**src/rtl/instruction_cache.sv**
```systemverilog
// Direct-mapped, read-only instruction cache with 4-word lines refilled one word
// at a time over a request/status memory handshake.
`timescale 1ns/1ps
module instruction_cache #(
   parameter int unsigned ADDR_WIDTH = 17,
   parameter int unsigned DATA_LEN   = 32,
   parameter int unsigned LINE_NUM   = 16
) (
   input  logic                  clk,
   input  logic                  rst_n,
   input  logic                  fetch_enable,
   input  logic [ADDR_WIDTH-1:0] pc,
   input  logic                  flush,
   output logic                  inst_valid,
   output logic [DATA_LEN-1:0]   inst,
   output logic [1:0]            i_cache_mem_vis_signal,
   output logic [ADDR_WIDTH-1:0] i_cache_mem_vis_addr,
   input  logic [DATA_LEN-1:0]   mem_data,
   input  logic [1:0]            mem_status
);
   localparam int unsigned IDX_W = $clog2(LINE_NUM);
   localparam int unsigned TAG_W = ADDR_WIDTH - 4 - IDX_W;
   localparam int unsigned BYTES = DATA_LEN / 8;

   localparam logic [1:0] MEM_NOP           = 2'b00;
   localparam logic [1:0] MEM_READ          = 2'b01;
   localparam logic [1:0] MEM_INST_FINISHED = 2'b01;

   typedef enum logic [1:0] {
      IDLE = 2'd0,
      REQ  = 2'd1,
      GAP  = 2'd2,
      RESP = 2'd3
   } state_e;

   state_e              state_q;
   logic [1:0]          cnt_q;
   logic [LINE_NUM-1:0] valid_q;
   logic [TAG_W-1:0]    tag_q  [LINE_NUM];
   logic [DATA_LEN-1:0] data_q [LINE_NUM][4];

   logic [1:0]          offset_c;
   logic [IDX_W-1:0]    index_c;
   logic [TAG_W-1:0]    tag_c;
   logic                hit_c;
   logic                capture_c;
   logic [DATA_LEN-1:0] line_word_c;
   logic                unused_c;

   // Memory delivers the lowest-addressed byte in the top lane; the core wants little-endian.
   function automatic logic [DATA_LEN-1:0] swap_bytes(input logic [DATA_LEN-1:0] w);
      swap_bytes = '0;
      for (int unsigned i = 0; i < BYTES; i++) begin
         swap_bytes[8*i +: 8] = w[DATA_LEN-8-8*i +: 8];
      end
   endfunction

   assign offset_c    = pc[3:2];
   assign index_c     = pc[4 +: IDX_W];
   assign tag_c       = pc[ADDR_WIDTH-1 -: TAG_W];
   assign hit_c       = valid_q[index_c] && (tag_q[index_c] == tag_c);
   assign capture_c   = (state_q == REQ) && (mem_status == MEM_INST_FINISHED);
   assign line_word_c = swap_bytes(mem_data);
   assign unused_c    = ^pc[1:0];

   // Line storage is never reset; only the valid bits gate visibility.
   always_ff @(posedge clk) begin
      if (capture_c) begin
         data_q[index_c][cnt_q] <= line_word_c;
         if (cnt_q == 2'd3) begin
            tag_q[index_c] <= tag_c;
         end
      end
   end

   always_ff @(posedge clk or negedge rst_n) begin
      if (!rst_n) begin
         state_q                <= IDLE;
         cnt_q                  <= 2'd0;
         valid_q                <= '0;
         inst_valid             <= 1'b0;
         inst                   <= '0;
         i_cache_mem_vis_signal <= MEM_NOP;
         i_cache_mem_vis_addr   <= '0;
      end else begin
         inst_valid <= 1'b0;
         case (state_q)
            IDLE: begin
               if (flush) begin
                  valid_q <= '0;
               end else if (fetch_enable) begin
                  if (hit_c) begin
                     inst       <= data_q[index_c][offset_c];
                     inst_valid <= 1'b1;
                     state_q    <= RESP;
                  end else begin
                     cnt_q                  <= 2'd0;
                     i_cache_mem_vis_signal <= MEM_READ;
                     i_cache_mem_vis_addr   <= {pc[ADDR_WIDTH-1:4], 2'b00, 2'b00};
                     state_q                <= REQ;
                  end
               end
            end
            REQ: begin
               if (capture_c) begin
                  i_cache_mem_vis_signal <= MEM_NOP;
                  if (cnt_q == 2'd3) begin
                     // Last word completes the line; forward it directly if it is the one requested.
                     valid_q[index_c] <= 1'b1;
                     inst       <= (offset_c == 2'd3) ? line_word_c : data_q[index_c][offset_c];
                     inst_valid <= 1'b1;
                     state_q    <= RESP;
                  end else begin
                     state_q <= GAP;
                  end
               end
            end
            GAP: begin
               cnt_q                  <= cnt_q + 2'd1;
               i_cache_mem_vis_signal <= MEM_READ;
               i_cache_mem_vis_addr   <= {pc[ADDR_WIDTH-1:4], cnt_q + 2'd1, 2'b00};
               state_q                <= REQ;
            end
            RESP: begin
               state_q <= IDLE;
            end
         endcase
      end
   end

endmodule

```
**config.mk**
```make
export PLATFORM = sky130hd
export DESIGN_NAME = instruction_cache
export DESIGN_NICKNAME = d
export VERILOG_FILES = /design/src/rtl/instruction_cache.sv
export SDC_FILE = /design/constraint.sdc
export NUM_CORES = 2
export LEC_CHECK = 0
export CORE_UTILIZATION = 60
export CTS_BUF_LIST = sky130_fd_sc_hd__clkbuf_8 sky130_fd_sc_hd__clkbuf_16
export DETAILED_ROUTE_END_ITERATION = 8
export HOLD_SLACK_MARGIN = 0.15
export PLACE_DENSITY = 0.77
export SLEW_MARGIN = 20
export SYNTH_ARGS = -nofsm -noshare
export SYNTH_HDL_FRONTEND = slang
export SYNTH_SLANG_ARGS = --single-unit
```
**constraint.sdc**
```tcl
create_clock -name clk -period 10.89 [get_ports clk]
set_input_delay 2.178 -clock clk [delete_from_list [all_inputs] [get_ports clk]]
set_output_delay 2.178 -clock clk [all_outputs]
set_load 0.02 [all_outputs]
```
==> results.yml <==
status:
  status: "complete, but fails checks"
  violations: "design-rule violations"
yosys:
  synth_compound_area_share_pct: 2.01
  postSynthAreaPerCell_um2: 22.6
  async_flop_share_pct: 2.97
  ys_seq_area_share_pct: 77.6
  syn-cell-area_mm2: 0.0870
  synth_ff_type: "edfxtp_1"
  post_synth_mux_area_share_pct: 17.4
  synthAdderAreaFrac_pct: 0.101
  yosysTopAreaCellShare_pct: 75.6
  yosysWarningCount: 0
  ys_ff_latch: 2259
  synth_top_family_by_area: "multiplexers"
  yosys.area_share.simple_pct: 1.54
  netlist_instances: 3846
  synth-edff-count: 2192
  synth_area_leaders: "edfxtp_1 76%, mux4_2 15%, dfrtp_1 1.9%, mux2i_1 1.8%, a22oi_1 0.53%"
  yosysUniqueCellTypes: 53
  synthXorXnorAreaFrac_pct: 0.0503
  synth_top_area_cell: "edfxtp_1"
setup_path:
  critPathLaunchType: "primary input"
  crit_arrival_ns: 6.56
  crit_slowest_cell: "nor2_4"
  crit_path_end_kind: "flop"
  cpPeakStageDelay_ns: 0.78
  cpLargestDelayFamily: "buffers and inverters"
  cp.required_ns: 11.39
  crit_path_cell_trace: "buf_8 -> buf_12 -> buf_4 -> nor2b_1 -> nand2_1 -> nor2_4 -> buf_4"
  crit_fanout: 79
  worstSetupPathType: "in -> reg"
  crit_top_cell: "buf_4"
  cp_num_buf_inv: 4
final_layout:
  syn_to_final_growth_pct: 11.9
  fillCellCount: 8350
  nNetsFinal: 4138
  drive_above_1_share_pct: 27.1
clock_tree:
  cts_root_buf: "clkbuf_16"
  cts_buffers: 210
  cts_tree: "done"
  post-cts-setup-buffer-count: 0
  h-tree-depth: 4
  clock_latency_ns: 0.86
  cts.sinks: 2259
  clk_path_buf_depth: 3
  ctsHoldBuffers: 0
  cts_resized: 0
  cts.clk_slew.worst_paths_ns: 0.06
timing:
  hold_viol: 0
  setup_slack_ns: 4.83
  relSlewSlack_pct: 27.0
  tns_ns: 0
  worst_pin_slew_ns: 1.09
  setup_viol: 0
  rsz0062_at_grt: "false"
  fmax_mhz: 165
  final.setup_skew_ns: 0.0366
  period_needed_ns: 6.06
  slew_viol_final: 0
  finalCritPeriodShare_pct: 55.7
min_path:
  holdCritPathClass: "reg -> reg"
placement:
  hpwl_mm: 108
  pre_cts_slack_ns: 4.07
  gp_congestion: 0.794
  io_buffers: 101
drt:
  vias_per_cell: 6.92
  drt_iter0_markers: 5856
  wl_mm: 216
  avgRoutedWirePerCell_um: 35.1
  vias: 42600
  drtAntennaViolNets: 0
  drtPass1Iterations: 8
  drc_errors: 36
die:
  core_area_mm2: 0.144
  die_h_um: 383
  die_w_um: 383
  die-area_mm2: 0.147
  initial_core_util_pct: 60.5
  ios: 107
  rows: 139
global_routing:
  grt_pass1_vias: 43500
  grtUsageTotal_pct: 30.0
  grt_pass1_wl_mm: 307
  grt_max_degree: 122
  antenna_found_initial: 16
  grt_overflow: 0
power:
  p_per_area_mw_per_mm2: 189
  peakVddDrop_mv: 0.148
  leakage_nw: 31.0
run:
  cap_violations: 0
cells in the final DEF (no fill, tap or decap), types with 14 or more instances in the layout:
cell type,synthesis,final
a211oi_1,34,32
a21oi_1,34,33
a22oi_1,61,61
a31oi_1,18,18
buf_2,88,29
buf_4,35,128
bufinv_16,0,14
clkbuf_16,0,210
clkdlybuf4s50_1,0,62
clkinv_1,2,54
clkinv_2,0,45
dfrtp_1,67,67
edfxtp_1,2192,2192
inv_1,24,63
mux2_4,16,16
mux2i_1,157,157
mux4_2,582,582
nand2_1,77,77
nand2b_1,18,18
nand3_1,32,32
nor2_1,113,46
nor2_4,0,64
nor2b_1,25,23
o21ai_0,64,64
o22ai_1,18,18
final cells by class:
type | count | area (um2) | area share, %
clock buffers | 214 | 5310 | 5.45
repair buffers | 230 | 1920 | 1.97
well taps | 1903 | 2380 | 2.44
inverters | 26 | 97.6 | 0.100
clock inverters | 174 | 1300 | 1.34
diodes | 5 | 12.5 | 0.0128
flip-flops and latches | 2259 | 67500 | 69.3
multi-input cells | 1349 | 18900 | 19.4
kinds of logic (layout without fill, tap and decap cells):
logic type / after synthesis / count (layout)
flip-flops: 2259 / 2259
other: 1 / 8
multiplexers: 773 / 773
AND/OR/NAND/NOR: 295 / 295
adder cells (fa/ha/maj): 7 / 7
AO/OA/AOI/OAI: 266 / 266
buffers and inverters: 240 / 644
XOR/XNOR: 5 / 5
final timing paths:
kind | endpoint | from | cells past startpoint | slack, ns
max reg2reg | data_q[10][77] | state_q[1] | 8 | 7.32
max in group asynchronous | inst[25] | rst_n | 1 | 8.70
min reg2reg | i_cache_mem_vis_addr[7] | i_cache_mem_vis_addr[7] | 1 | 0.49
min in group asynchronous | i_cache_mem_vis_addr[15] | rst_n | 1 | 1.48
min | i_cache_mem_vis_addr[7] | i_cache_mem_vis_addr[7] | 1 | 0.49
max | data_q[10][77] | pc[7] | 7 | 4.83
per-stage QoR:
stage	hold slack, ns	power [mW]	cell area, um2	util [%]	std cells
2_1_floorplan	0.457	10.8	87000	-	3848
3_3_place_gp	0.467	11.4	90700	63.1	5767
3_5_place_dp	0.474	11.5	90700	63.1	5767
4_1_cts	0.487	18.4	97400	67.7	6155
5_1_grt	0.502	18.9	97400	67.7	6158
6_report	0.485	18.4	97400	67.7	6160
per-layer routing:
layer	vias to the layer above	track usage, %	wire, um
met5	-	0	0
met4	0	10.3	7110
met3	479	8.15	28000
met2	3126	48.1	106000
met1	22300	40.3	74700
li1	16700	-	-
power breakdown:
part | switching (mW) | leakage, nW | internal, mW
logic | 0.916 | 7.06 | 0.637
clock network | 3.18 | 3.39 | 3.87
registers | 0.110 | 20.5 | 9.67
registers in the layout (all words and copies together), names as in the netlist:
signal                  flops
inst_valid                  1
i_cache_mem_vis_addr       14
valid_q                    16
inst                       32
data_q                   2048
tag_q                     144
i_cache_mem_vis_signal      1
state_q                     2
cnt_q                       1
cell usage after synthesis (35+ instances only):
cell type,number
buf_4,35
mux4_2,582
nand2_1,77
buf_2,88
edfxtp_1,2192
o21ai_0,64
nor2_1,113
dfrtp_1,67
a22oi_1,61
clkbuf_1,63
mux2i_1,157
worst register-to-register path: stages, from the launching register on:
cell	delay, ns
dfrtp_1	0.41
inv_1	0.09
ha_1	0.17
clkinv_1	0.50
nor2_1	0.44
nand2_1	0.11
buf_4	0.28
nor2_4	0.71
buf_4	0.48
No activity file was read; power rests on OpenSTA's default activity.
